==> src/rtl/dac_spi_serializer.sv <==
// Sample FIFO plus SPI mode-0 serializer for an MCP4921-class DAC (16-bit frames: 4 config + 12 data bits).
// Define DAC_SIGNED_OFFSET_EN to treat sample_in as two's-complement and convert it to offset binary.
module dac_spi_serializer #(
  parameter int         CLK_DIV    = 4,
  parameter logic [3:0] CFG_BITS   = 4'b0011,
  parameter int         FIFO_DEPTH = 4,
  parameter int         GAP_CYCLES = 2
) (
  input  logic        clk_25mhz,
  input  logic        reset,
  input  logic [15:0] sample_in,
  input  logic        sample_valid,
  output logic        sample_ready,
  output logic        spi_audio_clk,
  output logic        spi_mosi_out,
  output logic        spi_active_out,
  output logic        busy,
  output logic [7:0]  overflow_count
);

  localparam int AW = (FIFO_DEPTH > 1) ? $clog2(FIFO_DEPTH) : 1;
  localparam int CW = $clog2(FIFO_DEPTH) + 1;
  localparam int DW = (CLK_DIV > 1) ? $clog2(CLK_DIV) : 1;
  localparam int GW = (GAP_CYCLES > 1) ? $clog2(GAP_CYCLES) : 1;

  typedef enum logic [1:0] {IDLE, LOAD, SHIFT, GAP} state_t;

  state_t        state;
  logic [11:0]   mem [FIFO_DEPTH];
  logic [AW-1:0] wr_ptr;
  logic [AW-1:0] rd_ptr;
  logic [CW-1:0] count;
  logic [CW-1:0] count_next;
  logic [14:0]   shift_reg;
  logic [DW-1:0] div_cnt;
  logic [GW-1:0] gap_cnt;
  logic [3:0]    bit_cnt;
  logic          half;

  logic [11:0] dac12;
  logic        unused_low;
  logic        full;
  logic        gap_done;
  logic        launch;
  logic        push;
  logic        drop;
  logic        frame_next;

  // The FIFO holds the already-converted 12-bit code; the low nibble is discarded.
`ifdef DAC_SIGNED_OFFSET_EN
  assign dac12 = {~sample_in[15], sample_in[14:4]};
`else
  assign dac12 = sample_in[15:4];
`endif
  assign unused_low = ^sample_in[3:0];

  assign full     = (count == CW'(FIFO_DEPTH));
  assign gap_done = (gap_cnt == GW'(GAP_CYCLES - 1));
  // Launching a frame pops the FIFO; a full FIFO can accept a write on that same edge.
  assign launch   = (count != '0) && ((state == IDLE) || ((state == GAP) && gap_done));
  assign push     = sample_valid && (!full || launch);
  assign drop     = sample_valid && !push;
  assign frame_next = launch || (state == LOAD) || (state == SHIFT) ||
                      ((state == GAP) && !gap_done);

  always_comb begin
    count_next = count;
    if (push && !launch) count_next = count + CW'(1);
    else if (!push && launch) count_next = count - CW'(1);
  end

  always_ff @(posedge clk_25mhz) begin
    if (push) mem[wr_ptr] <= dac12;
  end

  always_ff @(posedge clk_25mhz) begin
    if (!reset) begin
      state          <= IDLE;
      wr_ptr         <= '0;
      rd_ptr         <= '0;
      count          <= '0;
      shift_reg      <= '0;
      div_cnt        <= '0;
      gap_cnt        <= '0;
      bit_cnt        <= '0;
      half           <= 1'b0;
      sample_ready   <= 1'b1;
      spi_audio_clk  <= 1'b0;
      spi_mosi_out   <= 1'b0;
      spi_active_out <= 1'b0;
      busy           <= 1'b0;
      overflow_count <= '0;
    end else begin
      count        <= count_next;
      sample_ready <= (count_next != CW'(FIFO_DEPTH));
      busy         <= frame_next || (count_next != '0);
      if (push) wr_ptr <= wr_ptr + AW'(1);
      if (launch) rd_ptr <= rd_ptr + AW'(1);
      if (drop && (overflow_count != 8'hFF)) overflow_count <= overflow_count + 8'd1;

      if (launch) begin
        shift_reg      <= {CFG_BITS[2:0], mem[rd_ptr]};
        spi_mosi_out   <= CFG_BITS[3];
        spi_active_out <= 1'b1;
        spi_audio_clk  <= 1'b0;
        state          <= LOAD;
      end else begin
        case (state)
          IDLE: ;
          LOAD: begin
            div_cnt <= '0;
            half    <= 1'b0;
            bit_cnt <= '0;
            state   <= SHIFT;
          end
          // Each bit is CLK_DIV cycles low then CLK_DIV cycles high; MOSI advances on the fall.
          SHIFT: begin
            if (div_cnt == DW'(CLK_DIV - 1)) begin
              div_cnt <= '0;
              if (!half) begin
                spi_audio_clk <= 1'b1;
                half          <= 1'b1;
              end else begin
                spi_audio_clk <= 1'b0;
                half          <= 1'b0;
                if (bit_cnt == 4'd15) begin
                  spi_active_out <= 1'b0;
                  spi_mosi_out   <= 1'b0;
                  gap_cnt        <= '0;
                  state          <= GAP;
                end else begin
                  bit_cnt      <= bit_cnt + 4'd1;
                  spi_mosi_out <= shift_reg[14];
                  shift_reg    <= {shift_reg[13:0], 1'b0};
                end
              end
            end else begin
              div_cnt <= div_cnt + DW'(1);
            end
          end
          GAP: begin
            if (gap_done) state <= IDLE;
            else gap_cnt <= gap_cnt + GW'(1);
          end
          default: state <= IDLE;
        endcase
      end
    end
  end

endmodule

==> config.mk <==
export PLATFORM = sky130hd
export DESIGN_NAME = dac_spi_serializer
export DESIGN_NICKNAME = d
export VERILOG_FILES = /design/src/rtl/dac_spi_serializer.sv
export SDC_FILE = /design/constraint.sdc
export NUM_CORES = 1
export LEC_CHECK = 0
export ABC_AREA = 1
export BUFFER_PORTS_ARGS = -buffer_cell sky130_fd_sc_hd__buf_2
export CORE_ASPECT_RATIO = 0.9
export CORE_UTILIZATION = 50
export CTS_BUF_LIST = sky130_fd_sc_hd__clkbuf_2 sky130_fd_sc_hd__clkbuf_4 sky130_fd_sc_hd__clkbuf_8
export CTS_CLUSTER_SIZE = 16
export DETAILED_ROUTE_END_ITERATION = 10
export GPL_ROUTABILITY_DRIVEN = 1
export PLACE_DENSITY = 0.77
export SYNTH_ARGS = -nofsm -noshare
export SYNTH_HDL_FRONTEND = slang
export SYNTH_SLANG_ARGS = --single-unit
==> constraint.sdc <==
create_clock -name clk_25mhz -period 2.55 [get_ports clk_25mhz]
set_clock_uncertainty 0.05 [all_clocks]
set_input_delay 0.6375 -clock clk_25mhz [delete_from_list [all_inputs] [get_ports clk_25mhz]]
set_output_delay 0.6375 -clock clk_25mhz [all_outputs]
set_load 0.01 [all_outputs]
==> results of run 1 <==
-- path summary, 6_finish.rpt --
kind,from,to,slack (ns),depth (start not counted)
setup / recovery,state[1],sample_ready,0.56,11
hold / removal,shift_reg[14],spi_mosi_out,0.41,2
setup reg to reg,state[1],sample_ready,0.56,11
hold reg to reg,shift_reg[14],spi_mosi_out,0.41,2
-- worst max-delay path: stages (launching register included) --
cell and delay, ns:
dfxtp_1 0.39, inv_1 0.12, ha_1 0.21, inv_1 0.08, nand2_2 0.09, nand2_4 0.25
nand3_2 0.17, inv_2 0.09, nand2_1 0.05, nand2_1 0.11, nand2_1 0.06, or2_1 0.21
-- kinds of logic (layout without fill, tap and decap cells) --
family | after synthesis | after routing | synth area share
muxes | 1 | 1 | 0.002318
xor gates and xnor gates | 6 | 6 | 0.01217
buffers and inverters | 68 | 100 | 0.07039
adders and majority gates | 16 | 16 | 0.04635
AOI/OAI and AO/OA | 91 | 91 | 0.1104
DFF | 95 | 95 | 0.5516
and+or+nand+nor | 201 | 201 | 0.2068
-- synthesized netlist by cell type, drive strengths merged --
cell     n  share of area
o21bai   1         0.0017
inv     48          0.042
ha      16          0.046
dfxtp   47           0.22
or2      1         0.0014
edfxtp  48           0.33
clkinv   3         0.0032
nand4    5         0.0072
clkbuf   2         0.0017
a31oi    1         0.0014
nor3     7         0.0093
mux2i    1         0.0023
o22ai    1         0.0014
buf     15          0.024
a211oi   1         0.0029
nor2    74          0.067
xor2     2         0.0041
nand2   98          0.097
xnor2    4         0.0081
o31ai    1         0.0017
o21ai   65          0.075
nand3   14          0.021
nor3b    2         0.0035
o211ai   1         0.0017
a21oi   20          0.024
-- final cells by class --
type	instances	area, µm²	area share
inverters	51	193.9	0.04083
clock inverters	7	92.59	0.01949
well taps	115	143.9	0.03030
multi-input cells	315	1633	0.3438
clock buffers	9	123.9	0.02608
flip-flops and latches	95	2382	0.5016
repair buffers	33	180.2	0.03793
-- through the flow --
stage               cells  instance area, µm²  utilization  hold WS [ns]  total power, mW
floorplan             478                4319            -        0.3845            3.593
global placement      609                4533       0.5513        0.3984            3.802
detailed placement    609                4533       0.5513        0.4095            3.885
CTS                   625                4750       0.5776        0.4095            4.937
global route          625                4750       0.5776        0.4115            5.292
finish                625                4750       0.5776        0.4114            4.925
-- metal layers --
metal	track usage	vias to the layer above	routed length (µm)
met4	0.08454	0	137
met5	0	-	0
met3	0.04588	14	447
met2	0.3184	79	3932
met1	0.2350	1472	3546
li1	-	1618	-
-- power by group --
part,leakage (nW),internal [mW],switching [mW]
Sequential,0.825,1.89,0.190
Clock,0.112,0.486,0.575
Combinational,1.01,0.590,1.19
Total,1.95,2.97,1.96
==> impl_metrics.ini, run 1 <==
[outcome]
status = finished, final reports clean

[floorplan]
rows = 31
die_height_um = 90.17
ios = 32
core_um2 = 8223
initial_core_util = 0.5253
die_w_um = 99.97
dieArea_um2 = 9014

[grt]
grt_max_degree = 26
grt_overflow = 0
antenna_found_initial = 0
globalRouteTotalUtil = 0.1912
grt_pass1_vias = 2962
grt_pass1_wl_um = 13310

[cells_and_area]
largest_reg_flops = 48
drive_gt1_frac = 0.1549
final_common_cell = nand2_1
mostFrequentLayoutCells = 83 x nand2_1, 72 x nor2_1, 52 x o21ai_0
final_nets = 540
fillers = 711
area_growth_pct = 9.965
num_antenna_cells = 0

[timing]
setup_tns_ns = 0
fmax_mhz = 503.4
slew_viol_final = 0
relSlewSlack = 0.4843
fin_crit_sh = 0.7790
finalSetupViolations = 0
worst_pin_slew_ns = 0.7724
timing.final.hold_violations = 0
layout_setup_ws_ns = 0.5635
period_needed_ns = 1.987
grt_setup_unrepaired = no

[logic_synthesis]
ys_seq_area_frac = 0.5516
synth_cells = 478
syn_nets = 513
netlist-cell-type-count = 39
netlist_area_um2 = 4319
yosys_warnings = 0
synth-seq-cells = 95
postSynthAreaPerCell_um2 = 9.036

[routing]
drt_iter0_markers = 215
dr.pass1.iters = 4
num_vias = 3183
wl_um = 8064
vias_per_cell = 5.093
ant_nets = 0
drc_errors = 0
wl_per_cell_um = 12.90

[worst_setup_path]
path_max_fanout = 22
critical_path_arrival_ns = 2.20
end_kind = flip-flop
critical_path_class = flip-flop to flip-flop
cp-start-kind = flip-flop
cp_data_required_time_ns = 2.76

[clock_tree]
cts_tree = done
htree_levels = 3
path_clk_slew_ns = 0.10
clockRootBuffer = clkbuf_8
cts-buffers-inserted = 9
cts_resized = 0
cts_setup_buffers = 0
clkSinkCount = 95
cts.path.max_buffers = 2
clock_latency_ns = 0.37
holdBufCountCts = 0

[placed_design]
place_congestion = 0.8481
port_buffers = 27
place_ws_ns = 0.5771
place_hpwl_um = 5215

[power]
p_per_area_nw_per_um2 = 1037
max-vdd-ir-drop_mv = 0.5957
p_leak_nw = 1.950

[min_path]
hold_path.class = flip-flop to flip-flop

[run]
maxCapViolations = 0
(Power assumes the default switching activity.)
==> run 2: changes to the inputs <==
==> constraint.sdc (replaced) <==
create_clock -name clk_25mhz -period 2 [get_ports clk_25mhz]
set_clock_uncertainty 0.05 [all_clocks]
set_input_delay 0.5 -clock clk_25mhz [delete_from_list [all_inputs] [get_ports clk_25mhz]]
set_output_delay 0.5 -clock clk_25mhz [all_outputs]
set_load 0.01 [all_outputs]
==> run 2 against run 1 <==
Cell count rose by 0.80%. Clock power grew 18%. Via count hardly changed.
==> impl_metrics.ini, run 2 (same netlist as run 1, synthesis figures left out) <==
[outcome]
status = finished, final reports clean

[clock_tree]
htree_levels = 3
path_clk_slew_ns = 0.11
cts.path.max_buffers = 2
clockRootBuffer = clkbuf_8
cts_tree = done
clkSinkCount = 95
cts_resized = 0
cts_setup_buffers = 0
clock_latency_ns = 0.37
cts-buffers-inserted = 9
holdBufCountCts = 0

[worst_setup_path]
cp_data_required_time_ns = 2.04
slowest_stage = dfxtp_1
critical_path.max_stage_delay_ns = 0.38
cpLargestDelayFamily = simple AND/OR/NAND/NOR gates
worst-path-buf-inv = 2
critical_path_class = flip-flop to flip-flop
cp-start-kind = flip-flop
end_kind = flip-flop
critical_path_arrival_ns = 1.86
crit_chain = inv_1, ha_1, nand4_1, nand2_1, nor2_1, buf_12
path_max_fanout = 12

[floorplan]
dieArea_um2 = 9014
die_height_um = 90.17
rows = 31
die_w_um = 99.97
ios = 32
core_um2 = 8223
initial_core_util = 0.5253

[cells_and_area]
mostFrequentLayoutCells = 83 x nand2_1, 71 x nor2_1, 52 x o21ai_0
final_nets = 545
final_common_cell = nand2_1
num_antenna_cells = 0
drive_gt1_frac = 0.1709
largest_reg_flops = 48
area_growth_pct = 11.33

[routing]
vias_per_cell = 5.054
drt_iter0_markers = 150
wl_per_cell_um = 12.56
dr.pass1.iters = 4
ant_nets = 0
num_vias = 3184
drc_errors = 0
wl_um = 7914

[power]
p_per_area_nw_per_um2 = 1297
p_leak_nw = 1.971
max-vdd-ir-drop_mv = 0.6314
power_mw = 6.237

[timing]
relSlewSlack = 0.7579
period_needed_ns = 1.819
fin_crit_sh = 0.9093
setup_tns_ns = 0
fmax_mhz = 549.9
finalSetupViolations = 0
slew_viol_final = 0
worst_pin_slew_ns = 0.3622
grt_setup_unrepaired = no
timing.final.hold_violations = 0

[grt]
globalRouteTotalUtil = 0.1877
grt_max_degree = 25
grt_pass1_wl_um = 13140
grt_pass1_vias = 2996
grt_overflow = 0
antenna_found_initial = 0

[min_path]
hold_path.class = primary input to flip-flop

[placed_design]
place_hpwl_um = 5142
place_congestion = 0.7936
port_buffers = 27

[run]
maxCapViolations = 0
==> run 2: final timing paths <==
path	cells after the start	slack, ns	start	to
max	6	0.18	count[0]	mem[1][5]
max reg2reg	6	0.18	count[0]	mem[1][5]
min reg2reg	2	0.42	shift_reg[13]	shift_reg[14]
min	1	0.28	sample_in[11]	mem[0][7]
==> run 2: layout make-up <==
type | count | area [µm²]
inverters | 51 | 193.9
multi-input cells | 315 | 1638
clock buffers | 9 | 123.9
flip-flops and latches | 95 | 2385
repair buffers | 38 | 242.7
clock inverters | 7 | 81.33
well taps | 115 | 143.9
fillers | 709 | 3415
==> run 2: layer usage <==
layer | global-route usage | part of all wire | vias to the layer above
met5 | 0 | 0 | -
met4 | 0.06522 | 0.014 | 0
met3 | 0.05677 | 0.052 | 13
met2 | 0.3138 | 0.48 | 88
met1 | 0.2296 | 0.45 | 1452
li1 | - | - | 1631
==> run 2: stage by stage <==
step	instances	instance area, µm²	setup slack [ns]	hold WS, ns	util
6_report	630	4808	0.1813	0.2811	0.5848
5_1_grt	630	4808	0.03595	0.2555	0.5848
4_1_cts	630	4801	0.1106	0.2669	0.5838
3_5_place_dp	614	4596	0.1459	0.4002	0.5589
3_3_place_gp	614	4596	0.1876	0.3983	0.5589
2_1_floorplan	478	4319	0.1152	0.3845	-
==> run 2: power breakdown <==
group,leakage (nW),internal [mW],switching [mW]
Clock,0.103,0.499,0.752
Combinational,1.04,0.807,1.55
Sequential,0.826,2.42,0.213
==> run 3: changes to the inputs <==
--- a/config.mk
+++ b/config.mk
@@ -5,7 +5,7 @@
 export SDC_FILE = /design/constraint.sdc
 export NUM_CORES = 1
 export LEC_CHECK = 0
-export ABC_AREA = 1
+export ABC_AREA = 0
 export BUFFER_PORTS_ARGS = -buffer_cell sky130_fd_sc_hd__buf_2
 export CORE_ASPECT_RATIO = 0.9
 export CORE_UTILIZATION = 50
==> run 3 against run 2 <==
Area after synthesis is 5.3% lower. Fmax is 3.3% lower. Combinational power is 22% lower. Sequential share of layout area is 1.4 points higher. Die area is 5.2% lower. Clock-buffer cell count stayed put. Sequential power is 5% lower. Hold slack better by 0.0070 ns. Worst setup slack worse by 0.062 ns. Critical path type unchanged. Highest routed layer unchanged.
==> impl_metrics.ini, run 3 <==
[timing]
setup_tns_ns = 0
grt_setup_unrepaired = yes
period_needed_ns = 1.881
slew_viol_final = 0
fin_crit_sh = 0.9404
hold_slack_ns = 0.2881
worst_pin_slew_ns = 0.6003
finalSetupViolations = 0
timing.final.hold_violations = 0
fmax_mhz = 531.7
relSlewSlack = 0.5992

[floorplan]
rows = 30
ios = 32
die_height_um = 87.79
die_w_um = 97.33
dieArea_um2 = 8544
initial_core_util = 0.5288
core_um2 = 7732

[routing]
dr.pass1.iters = 4
vias_per_cell = 5.502
ant_nets = 0
drt_iter0_markers = 154
wl_per_cell_um = 14.76
num_vias = 2619
wl_um = 7024
drc_errors = 0

[worst_setup_path]
regToRegStartpoint = state[0]
r2r_cells = 8
slowest_stage = dfxtp_2
cp_data_required_time_ns = 2.25
cp-start-kind = flip-flop
path_max_fanout = 6
crit_chain = inv_1, ha_2, a21oi_4, buf_4, nor3_4, nor4_1, a311o_1, a31oi_1
critical_path.max_stage_delay_ns = 0.35
ff2ff_setup_slack_ns = 0.12
rr_endpoint = busy
end_kind = flip-flop
critical_path_class = flip-flop to flip-flop
critical_path_arrival_ns = 2.13

[cells_and_area]
drive_gt1_frac = 0.2474
largest_reg_flops = 48
mostFrequentLayoutCells = 48 x edfxtp_1, 43 x dfxtp_1, 42 x nand2_1
area_growth_pct = 14.57
final_common_cell = edfxtp_1
fillers = 570
final_nets = 410
num_antenna_cells = 0

[logic_synthesis]
synth_most_common_cell = edfxtp_1
synth_top_cell_by_area = edfxtp_1
synthTopCellsByCount = 48 x edfxtp_1, 47 x dfxtp_1, 42 x nand2_1
synth-async-reset-ratio = 0
netlist-cell-type-count = 55
syn_nets = 372
synth-seq-cells = 95
ys_top_cells_by_area = edfxtp_1 35%, dfxtp_1 23%, mux4_2 6.6%, ha_1 4.9%, nand2_1 3.9%
postSynthAreaPerCell_um2 = 12.13
yosys_warnings = 0
ys_seq_area_frac = 0.5826
netlist.area_leader.share = 0.3525
synth_flop_cell = edfxtp_1
synth_cells = 337
synth-edff-count = 48
netlist_area_um2 = 4089

[clock_tree]
clockRootBuffer = clkbuf_8
clock_latency_ns = 0.37
path_clk_slew_ns = 0.10
htree_levels = 3
cts-buffers-inserted = 9
holdBufCountCts = 0
cts.path.max_buffers = 2
clkSinkCount = 95
cts_tree = done

[min_path]
whs_endpoint = mem[2][1]
worst_hold_path.num_cells = 1
hold_path.class = primary input to flip-flop
hold_start = sample_in[5]

[power]
max-vdd-ir-drop_mv = 0.6773
p_per_area_nw_per_um2 = 1188
p_leak_nw = 1.681

[outcome]
status = finished, final reports clean

[placed_design]
place_congestion = 0.8326
port_buffers = 27
place_hpwl_um = 4776

[grt]
grt_pass1_vias = 2523
grt_max_degree = 34
grt_overflow = 0
antenna_found_initial = 0
grt_pass1_wl_um = 11940
globalRouteTotalUtil = 0.1805

[run]
maxCapViolations = 0
## run 3: cell types whose count changed in the layout (fill, tap and decap cells not counted), moves of 6 or more
cell	delta
nand2_1	-41
o21ai_0	-46
nand2_2	-12
inv_1	-34
nand3_1	-6
a311oi_1	+11
o21ai_1	-13
nor2_1	-37
mux4_2	+12
## run 3: repair_timing
| action | CTS | global route |
|---|---|---|
| pin swaps | 0 | 1 |
| setup endpoints to repair | 1 | 67 |
| resized for setup | 1 | 11 |
| setup buffers | 0 | 1 |
## run 3: logic make-up after synthesis
| group | synth area share |
|---|---|
| mux | 0.07589 |
| simple gates | 0.1512 |
| fa+ha+maj | 0.04896 |
| xor+xnor | 0.01928 |
| flops | 0.5826 |
| buf+inv | 0.02907 |
| compound gates | 0.09302 |
## run 3: stage by stage
| step | total power [mW] | worst slack (ns) | std cells | instance area [µm²] | util |
|---|---|---|---|---|---|
| after floorplan | 3.850 | 0.03334 | 337 | 4089 | - |
| after global placement | 4.228 | 0.08687 | 459 | 4443 | 0.5746 |
| after detailed placement | 4.302 | -0.005203 | 459 | 4443 | 0.5746 |
| after CTS | 5.548 | 0.01819 | 475 | 4643 | 0.6005 |
| after global routing | 5.922 | -0.01891 | 476 | 4684 | 0.6058 |
| final | 5.565 | 0.1191 | 476 | 4684 | 0.6058 |
## run 3: worst max-delay path by stage
| stage | endpoint | start |
|---|---|---|
| after floorplan | mem[0][0] | count[0] |
| after global placement | bit_cnt[3] | state[0] |
| after detailed placement | shift_reg[7] | state[0] |
| after CTS | bit_cnt[3] | state[0] |
| after global routing | busy | state[0] |
| final | busy | state[0] |
## run 3: worst max-delay path: cells and delay by family (launching register included)
kind | cells | cell delay, ns
AOI/OAI and AO/OA | 3 | 0.57
and+or+nand+nor | 2 | 0.30
DFF | 1 | 0.35
buffers and inverters | 2 | 0.28
adders and majority gates | 1 | 0.25
## run 3: where the power goes
| part | internal, mW | switching (mW) | total [mW] |
|---|---|---|---|
| combinational | 0.850 | 0.984 | 1.83 |
| sequential | 2.33 | 0.163 | 2.50 |
| clock | 0.499 | 0.736 | 1.24 |
| total | 3.68 | 1.88 | 5.56 |
## run 3: final cells by class
cell class / count / area, µm² / area share
sequential: 95 / 2387 / 0.5096
multi-input combinational: 217 / 1617 / 0.3451
timing repair buffer: 42 / 322.8 / 0.06891
clock buffer: 9 / 123.9 / 0.02644
tap: 96 / 120.1 / 0.02564
clock inverter: 7 / 76.32 / 0.01629
inverter: 10 / 37.54 / 0.008013
## run 3: layer usage
layer	vias to the layer above	global-route usage	wire length (µm)
met5	-	0	0
met3	10	0.04549	228
met2	43	0.3009	3449
met4	0	0.07219	91
met1	1257	0.2301	3254
li1	1309	-	-
